## config.mk

```make
export PLATFORM = sky130hd
export DESIGN_NAME = ecc_hamming_secded_pipe_decoder
export DESIGN_NICKNAME = d
export VERILOG_FILES = /design/src/rtl/ecc_hamming_pkg.sv /design/src/rtl/ecc_hamming_syndrome.sv /design/src/rtl/ecc_hamming_secded_pipe_decoder.sv
export SDC_FILE = /design/constraint.sdc
export NUM_CORES = 1
export LEC_CHECK = 0
export CORE_ASPECT_RATIO = 1.25
export CORE_MARGIN = 8
export CORE_UTILIZATION = 46
export CTS_CLUSTER_SIZE = 28
export DETAILED_ROUTE_END_ITERATION = 6
export MAX_ROUTING_LAYER = met4
export PLACE_DENSITY = 0.85
export SYNTH_ARGS = -nofsm -noshare
export SYNTH_HDL_FRONTEND = slang
export SYNTH_HIERARCHICAL = 1
export SYNTH_SLANG_ARGS = --single-unit
```

## constraint.sdc

```tcl
create_clock -name clk -period 2.05 [get_ports clk]
set_clock_uncertainty 0.1 [all_clocks]
set_input_delay 0.615 -clock clk [delete_from_list [all_inputs] [get_ports clk]]
set_output_delay 0.615 -clock clk [all_outputs]
set_load 0.01 [all_outputs]
```

## src/rtl/ecc_hamming_pkg.sv

```systemverilog
// -----------------------------------------------------------------------------
// ecc_hamming_pkg
// Shared Hamming SECDED helpers used by both the encoder and the decoder.
//   parity_bits(d)          : number of Hamming parity bits needed for d data bits
//   is_pow2(pos)            : true when a Hamming position holds a parity bit
//   data_pos(i)             : Hamming position (1-based) of data bit i
//   syndrome_calc(cw, c, k) : bit k of the syndrome of a c-bit codeword
// Codewords are passed zero-extended to MAX_C bits so one function body
// serves every codeword width up to MAX_C-1.
// -----------------------------------------------------------------------------
package ecc_hamming_pkg;

    localparam int MAX_C = 64;

    function automatic int parity_bits(input int d);
        int p;
        p = 32'sd0;
        for (int k = 1; k < 32; k++) begin
            if ((p == 32'sd0) && ((32'sd1 << k) >= (d + k + 32'sd1))) begin
                p = k;
            end
        end
        return p;
    endfunction

    function automatic logic is_pow2(input int pos);
        return (pos > 32'sd0) && ((pos & (pos - 32'sd1)) == 32'sd0);
    endfunction

    // Data bits fill the non-power-of-two positions in ascending order,
    // so data bit 0 lands at position 3.
    function automatic int data_pos(input int i);
        int pos;
        int cnt;
        pos = 32'sd0;
        cnt = 32'sd0;
        for (int p = 1; p <= MAX_C; p++) begin
            if (!is_pow2(p)) begin
                if ((cnt == i) && (pos == 32'sd0)) begin
                    pos = p;
                end
                cnt = cnt + 32'sd1;
            end
        end
        return pos;
    endfunction

    // Syndrome bit k is the parity of all set codeword bits whose position
    // index has bit k set; together the bits form the XOR of set positions.
    function automatic logic syndrome_calc(input logic [MAX_C-1:0] cw, input int c, input int k);
        logic b;
        b = 1'b0;
        for (int pos = 1; pos <= MAX_C; pos++) begin
            if ((pos <= c) && (((pos >> k) & 32'sd1) == 32'sd1) && cw[pos-1]) begin
                b = ~b;
            end
        end
        return b;
    endfunction

endpackage

```

## src/rtl/ecc_hamming_syndrome.sv

```systemverilog
// -----------------------------------------------------------------------------
// ecc_hamming_syndrome
// Combinational syndrome and overall-parity generator.
//   codeword     in  C  received codeword (position pos at codeword[pos-1])
//   extra_parity in  1  received overall (even) parity bit
//   syndrome     out P  XOR of the position indices of all set codeword bits
//   overall      out 1  parity of codeword and extra_parity; 1 = odd error count
// -----------------------------------------------------------------------------
module ecc_hamming_syndrome
    import ecc_hamming_pkg::*;
#(
    parameter int C = 7,
    parameter int P = 3
) (
    input  logic [C-1:0] codeword,
    input  logic         extra_parity,
    output logic [P-1:0] syndrome,
    output logic         overall
);

    for (genvar k = 0; k < P; k++) begin : g_syn
        assign syndrome[k] = syndrome_calc({{(MAX_C - C){1'b0}}, codeword}, C, k);
    end

    assign overall = (^codeword) ^ extra_parity;

endmodule

```

## src/rtl/ecc_hamming_secded_pipe_decoder.sv

```systemverilog
// -----------------------------------------------------------------------------
// ecc_hamming_secded_pipe_decoder
// Two-stage pipelined Hamming SECDED decoder with valid/ready flow control and
// saturating statistics counters.
//   clk, rst                    clock, synchronous active-high reset
//   in_valid/in_ready           input handshake (in_ready is combinational)
//   codeword[C], extra_parity   received codeword and overall parity bit
//   out_valid/out_ready         output handshake
//   dout[D]                     data, corrected when possible
//   error_single_bit            single error detected and corrected
//   error_double_bit            uncorrectable error detected
//   syndrome[P]                 raw syndrome of the delivered word
//   cnt_clear                   zeroes both counters (beats same-cycle increment)
//   corr_cnt/uncorr_cnt[CNT_W]  saturating counts of delivered flagged words
// Stage 1 holds codeword/syndrome/overall; stage 2 holds the decoded result.
// -----------------------------------------------------------------------------
module ecc_hamming_secded_pipe_decoder
    import ecc_hamming_pkg::*;
#(
    parameter int D     = 4,
    parameter int C     = 7,
    parameter int CNT_W = 16
) (
    input  logic             clk,
    input  logic             rst,
    input  logic             in_valid,
    output logic             in_ready,
    input  logic [C-1:0]     codeword,
    input  logic             extra_parity,
    output logic             out_valid,
    input  logic             out_ready,
    output logic [D-1:0]     dout,
    output logic             error_single_bit,
    output logic             error_double_bit,
    output logic [C-D-1:0]   syndrome,
    input  logic             cnt_clear,
    output logic [CNT_W-1:0] corr_cnt,
    output logic [CNT_W-1:0] uncorr_cnt
);

    localparam int P = C - D;

    logic             s1_valid_r;
    logic [C-1:0]     s1_cw_r;
    logic [P-1:0]     s1_syn_r;
    logic             s1_overall_r;

    logic             s2_valid_r;
    logic [D-1:0]     s2_dout_r;
    logic             s2_sb_r;
    logic             s2_db_r;
    logic [P-1:0]     s2_syn_r;

    logic [CNT_W-1:0] corr_cnt_r;
    logic [CNT_W-1:0] uncorr_cnt_r;

    logic [P-1:0]     syn_s;
    logic             overall_s;
    logic             s1_adv_s;
    logic             in_ready_s;
    logic             out_fire_s;
    logic [C-1:0]     flip_s;
    logic [C-1:0]     cw_fix_s;
    logic [D-1:0]     data_s;
    logic             sb_s;
    logic             db_s;

    ecc_hamming_syndrome #(
        .C (C),
        .P (P)
    ) u_syndrome (
        .codeword     (codeword),
        .extra_parity (extra_parity),
        .syndrome     (syn_s),
        .overall      (overall_s)
    );

    assign s1_adv_s   = !s2_valid_r || out_ready;
    assign in_ready_s = !s1_valid_r || s1_adv_s;
    assign out_fire_s = s2_valid_r && out_ready;

    // One-hot mask of the position named by the stage-1 syndrome (zero when
    // the syndrome is 0 or points beyond the codeword).
    for (genvar pos = 1; pos <= C; pos++) begin : g_flip
        assign flip_s[pos-1] = (s1_syn_r == P'(pos));
    end

    // Classify the stage-1 word and build the corrected codeword.
    always_comb begin
        cw_fix_s = s1_cw_r;
        sb_s     = 1'b0;
        db_s     = 1'b0;
        if (s1_overall_r) begin
            if (s1_syn_r == {P{1'b0}}) begin
                // Only the extra parity bit is wrong; data is intact.
                sb_s = 1'b1;
            end else if (s1_syn_r <= P'(C)) begin
                sb_s     = 1'b1;
                cw_fix_s = s1_cw_r ^ flip_s;
            end else begin
                // Syndrome names a position that does not exist.
                db_s = 1'b1;
            end
        end else begin
            if (s1_syn_r != {P{1'b0}}) begin
                db_s = 1'b1;
            end else begin
                db_s = 1'b0;
            end
        end
    end

    // Pull the data bits out of their Hamming positions.
    for (genvar i = 0; i < D; i++) begin : g_data
        localparam int DPOS = data_pos(i);
        assign data_s[i] = cw_fix_s[DPOS-1];
    end

    // Stage 1 register: codeword with its syndrome and overall parity.
    always_ff @(posedge clk) begin
        if (rst) begin
            s1_valid_r   <= 1'b0;
            s1_cw_r      <= {C{1'b0}};
            s1_syn_r     <= {P{1'b0}};
            s1_overall_r <= 1'b0;
        end else if (in_ready_s) begin
            s1_valid_r <= in_valid;
            if (in_valid) begin
                s1_cw_r      <= codeword;
                s1_syn_r     <= syn_s;
                s1_overall_r <= overall_s;
            end
        end
    end

    // Stage 2 register: decoded payload, held while the consumer stalls.
    always_ff @(posedge clk) begin
        if (rst) begin
            s2_valid_r <= 1'b0;
            s2_dout_r  <= {D{1'b0}};
            s2_sb_r    <= 1'b0;
            s2_db_r    <= 1'b0;
            s2_syn_r   <= {P{1'b0}};
        end else if (s1_adv_s) begin
            s2_valid_r <= s1_valid_r;
            if (s1_valid_r) begin
                s2_dout_r <= data_s;
                s2_sb_r   <= sb_s;
                s2_db_r   <= db_s;
                s2_syn_r  <= s1_syn_r;
            end
        end
    end

    // Saturating statistics counters, bumped on delivery; clear wins.
    always_ff @(posedge clk) begin
        if (rst || cnt_clear) begin
            corr_cnt_r   <= {CNT_W{1'b0}};
            uncorr_cnt_r <= {CNT_W{1'b0}};
        end else if (out_fire_s) begin
            if (s2_sb_r && (corr_cnt_r != {CNT_W{1'b1}})) begin
                corr_cnt_r <= corr_cnt_r + CNT_W'(1);
            end
            if (s2_db_r && (uncorr_cnt_r != {CNT_W{1'b1}})) begin
                uncorr_cnt_r <= uncorr_cnt_r + CNT_W'(1);
            end
        end
    end

    assign in_ready         = in_ready_s;
    assign out_valid        = s2_valid_r;
    assign dout             = s2_dout_r;
    assign error_single_bit = s2_sb_r;
    assign error_double_bit = s2_db_r;
    assign syndrome         = s2_syn_r;
    assign corr_cnt         = corr_cnt_r;
    assign uncorr_cnt       = uncorr_cnt_r;

endmodule

```

# After elaboration in Yosys (flattened, before gate mapping)

Index checks and enable logic that the tools add are counted.

Input bits: 13
Flip-flop bits (word level): 54

Multiplexer cells: 22
Bitwise logic cells: 11
Equality and inequality tests: 9
Order comparisons: 1
Reduce and logical (&&, ||, !) cells: 15
Add/sub/neg operators: 2

Operator list:

| kind                    | number |
|---|---|
| $add A16 B1 Y16 const B | 2 |
| $ne A16 B16 Y1 const B  | 2 |
| $mux W7                 | 3 |
| $mux W1                 | 19 |
| $eq A3 B3 Y1 const B    | 4 |
| $not A1 Y1              | 9 |
| $reduce_and A2 Y1       | 4 |
| $reduce_xor A7 Y1       | 1 |
| $xor A7 B7 Y7           | 1 |
| $eq A3 B2 Y1 const B    | 2 |
| $eq A3 B1 Y1 const B    | 1 |
| $le A3 B3 Y1 const B    | 1 |
| $logic_and A1 B1 Y1     | 3 |
| $logic_not A3 Y1        | 1 |
| $logic_or A1 B1 Y1      | 3 |
| $reduce_bool A3 Y1      | 1 |
| $logic_not A1 Y1        | 2 |
| $xor A1 B1 Y1           | 1 |

# Longest topological paths before layout

Depth in word-level cells: 7
Mapped depth: 6
Depth with buffers taken out: 5

# By module

Netlist, hierarchy kept.

By module, submodules not included:

| module                          | times used | cells an instance | area each (sq um) |
|---|---|---|---|
| ecc_hamming_secded_pipe_decoder | 1          | 293               | 2434.8 |
| ecc_hamming_syndrome            | 1          | 10                | 132.6 |

# Worst setup path before layout

No wires, ideal clock.

Path kind: input port to flip-flop
From: in out_ready
To: reg uncorr_cnt_r[11] (netlist: uncorr_cnt[11])
Setup slack: -0.045 ns
Library setup time: 0.070 ns
Data required time: 1.880 ns
Data arrival time: 1.925 ns
Path buffers: 0
Stages: 4
Cell sequence: nand3_1 -> or4_4 -> or4_1 -> a21oi_1

Longest elaborated chain between the ends: 2

RTL lines:

| item                               | line                                   | RTL |
|---|---|---|
| start, declared                    | ecc_hamming_secded_pipe_decoder.sv:31  | `input logic out_ready,` |
| $logic_and A1 B1 Y1                | ecc_hamming_secded_pipe_decoder.sv:80  | `assign out_fire_s = s2_valid_r && out_ready;` |
| $reduce_and A2 Y1 (no source line) | -                                      |  |
| end signal, assigned               | ecc_hamming_secded_pipe_decoder.sv:159 | `uncorr_cnt_r <= {CNT_W{1'b0}};` |
| end signal, assigned               | ecc_hamming_secded_pipe_decoder.sv:165 | `uncorr_cnt_r <= uncorr_cnt_r + CNT_W'(1);` |
| end, declared                      | ecc_hamming_secded_pipe_decoder.sv:55  | `logic [CNT_W-1:0] uncorr_cnt_r;` |

No other way between the ends.
A chain may end at the register's enable or synchronous reset.

# Worst setup path in the final report

From: in codeword[5]
To: reg s1_overall_r

Longest elaborated chain between the ends: 2

RTL lines:

| item                 | line                                   | RTL |
|---|---|---|
| start, declared      | ecc_hamming_secded_pipe_decoder.sv:28  | `input logic [C-1:0] codeword,` |
| $reduce_xor A7 Y1    | ecc_hamming_syndrome.sv:25             | `assign overall = (^codeword) ^ extra_parity;` |
| $xor A1 B1 Y1        | ecc_hamming_syndrome.sv:25             |  |
| via overall_s        | ecc_hamming_secded_pipe_decoder.sv:58  | `logic overall_s;` |
| end signal, assigned | ecc_hamming_secded_pipe_decoder.sv:131 | `s1_overall_r <= overall_s;` |
| end, declared        | ecc_hamming_secded_pipe_decoder.sv:46  | `logic s1_overall_r;` |

The timed path passes the listed nets, and every way through them passes these cells.

==> run summary <==
CP max-delay cell: clkdlybuf4s50_1
cell area after synthesis: 2567 um2
RSZ-0062 raised after global routing: no
clk root buf: clkbuf_8
vias in the first global route: 2,613
vias per inst: 5.767
Final ANT Viol Nets: 0
most frequent cells in the layout: 48 x clkdlybuf4s50_1, 44 x nand2_1, 39 x buf_4
All-Layer GR Usage: 16.60%
Total Routed Length: 6.869 mm
initial antenna violation count: 0
Period minus WS final: 2020 ps
setup repair bufs after CTS: 0
Hold WS: 363.7 ps
Placed Instances: 446
worst slew pin tran: 485.0 ps
Non-Filler Instances: 454
Leak: 1.299 nW
Routability Congestion: 0.8323
Area Overhead vs Synth: 39.62%
DRT iter0 DRCs: 202
Worst-path clk slew: 100 ps
Die Area: 8243 um2
post-synth cell types: 43
final worst setup slack: 29.93 ps
register bit total from synthesis: 51
Port Buffer Count: 55
CP required: 2190 ps
H-Tree Depth: 2
WL/cell: 15.13 um
register area: 1054 um2
Async SR Flop Fraction: 0%
DP Wirelength: 5.283 mm
pwr dens: 526.1 nW/um2
Setup CP Type: in2reg
core area: 5405 um2
Hold Crit Class: reg2reg
Final Cycle Share: 98.54%
Layout Cell Area excl Fill: 3585 um2
ant diodes: 0
setup tns final: 0 ps
filler cell count: 422
Setup violations, final: 0
CTS Buffer Depth: 2
Post-Syn Instances: 303
Skew-Pair Late Insertion Delay: 310 ps
layout net count: 404
clock buffer count from CTS: 5
CTS tree: done
endpoint class of the critical path: register
Worst Path Max Fanout: 2
status: finished clean
TritonRoute pass-1 iters: 4
CTS sink count: 51
most common cell after layout, fill and taps aside: clkdlybuf4s50_1
die span in y: 99.53 um
Row Count: 30
syn_nets: 318
area taken by multi-input logic gates: 1468 um2
Post-DP Area: 3455 um2
fmax: 0.4950 GHz
Die Width: 82.82 um
worst vdd ir: 0.0003356 V
yosys warns: 6
Initial Util: 47.50%
Top FF cell, synth: dfxtp_1
Max Cap Violations: 0
post-synthesis sequential area ratio: 39.77%
drt drc: 0
Avg Synthesized Cell Area: 8.473 um2
I/O pin count: 56
grt total ovfl: 0
share of cells above drive strength 1: 20.26%
CP Cell Sequence: clkdlybuf4s50_1 > xor3_2 > xnor3_1 > nand3_1 > a21oi_1
max incr delay on CP: 490 ps
Final Hold Viols: 0
via count: 2,618
final slew viol count: 0
WP data arrival: 2160 ps
Rel. slew slack: 67.37%
Critical Path Start Type: input port
number of enable flip-flop cells after synthesis: 0
dpl ws: -563.9 ps
largest net degree at the start of global routing: 20
first-pass GRT wire length: 11.61 mm
==> Yosys cell counts (all sizes together), types with 2 or more instances <==
master  number  area, um2
o31ai        7      52.55
a211oi       7      52.55
nor2         9      33.78
nor3         2      10.01
o211ai       2      15.01
or4          8      63.81
o21ai       10      50.05
dfxtp       51       1021
or3         19      120.1
and4         4      35.03
a2111o       2      22.52
xor3         2      48.79
clkbuf      14      53.80
nand3       19      95.09
xnor2        4      35.03
nand4       10      77.57
ha           2      25.02
a21oi       32      160.2
nand2       44      165.2
o311ai       4      35.03
o21a         2      15.01
and2         2      12.51
inv          6      22.52
buf          2      7.510
nand4b       3      26.28
xor2         7      61.31
o41ai        5      43.79
mux2i        8      80.08
and3         2      12.51
nor4         6      37.54
==> timing repair <==
action / in CTS / in global routing
gates resized for setup: 14 / 21
hold buffers: 0 / 0
setup endpoints to repair: 25 / 21
==> flip-flops by register name, indices dropped and copies added (netlist names) <==
signal            count
uncorr_cnt           16
error_double_bit      1
out_valid             1
s1_syn_r              3
syndrome              3
s1_valid_r            1
s1_overall_r          1
error_single_bit      1
corr_cnt             16
s1_cw_r               4
dout                  4
==> layout make-up <==
cell class | count | share of cell area (%)
multi-input combinational | 230 | 40.94
sequential | 51 | 29.39
timing repair buffer | 95 | 24.15
tap | 64 | 2.234
clock buffer | 5 | 1.920
clock inverter | 3 | 0.7330
inverter | 6 | 0.6283
==> critical path, delay by kind of cell <==
| family | cells | cell delay, ps |
|---|---|---|
| xor gates and xnor gates | 2 | 840 |
| buffers and inverters | 1 | 490 |
| AOI/OAI and AO/OA | 1 | 140 |
| and+or+nand+nor | 1 | 80 |
==> cell families (layout without fill, tap and decap cells) <==
kind of cell	Yosys count	count (layout)	share of synthesized area (%)
simple gates	131	131	27.63
compound gates	75	75	18.71
mux	8	8	3.119
fa+ha+maj	2	2	0.9745
flops	51	51	39.77
buf+inv	22	109	3.265
xor+xnor	14	14	6.530
==> metrics by stage <==
| step | util (%) | total power, W |
|---|---|---|
| after floorplan | - | 0.001178 |
| after global placement | 63.91 | 0.001287 |
| after detailed placement | 63.91 | 0.001293 |
| after CTS | 65.76 | 0.001896 |
| after global routing | 66.32 | 0.001958 |
| final | 66.32 | 0.001886 |
==> final timing paths <==
kind / startpoint / end / slack [ps] / depth (start not counted)
hold / removal: syndrome[0] / syndrome[0] / 360 / 2
setup / recovery: codeword[5] / s1_overall_r / 30 / 5
setup reg to reg: uncorr_cnt[5] / uncorr_cnt[11] / 140 / 4
hold reg to reg: syndrome[0] / syndrome[0] / 360 / 2
==> report_power, final <==
group	internal (W)	switching, W	total, W	leakage (nW)
clock network	0.000252	0.000365	0.000617	0.0491
registers	0.00101	0.0000273	0.00104	0.426
logic	0.000129	0.0000991	0.000228	0.824
==> metal layers <==
layer	routed length [um]	up-vias	track usage [%]
met4	76	0	5.285
met1	2850	1227	17.29
met3	396	12	4.497
met5	0	-	-
li1	-	1308	-
met2	3546	71	29.62
Note: power is estimated with default switching activity, not from simulation.
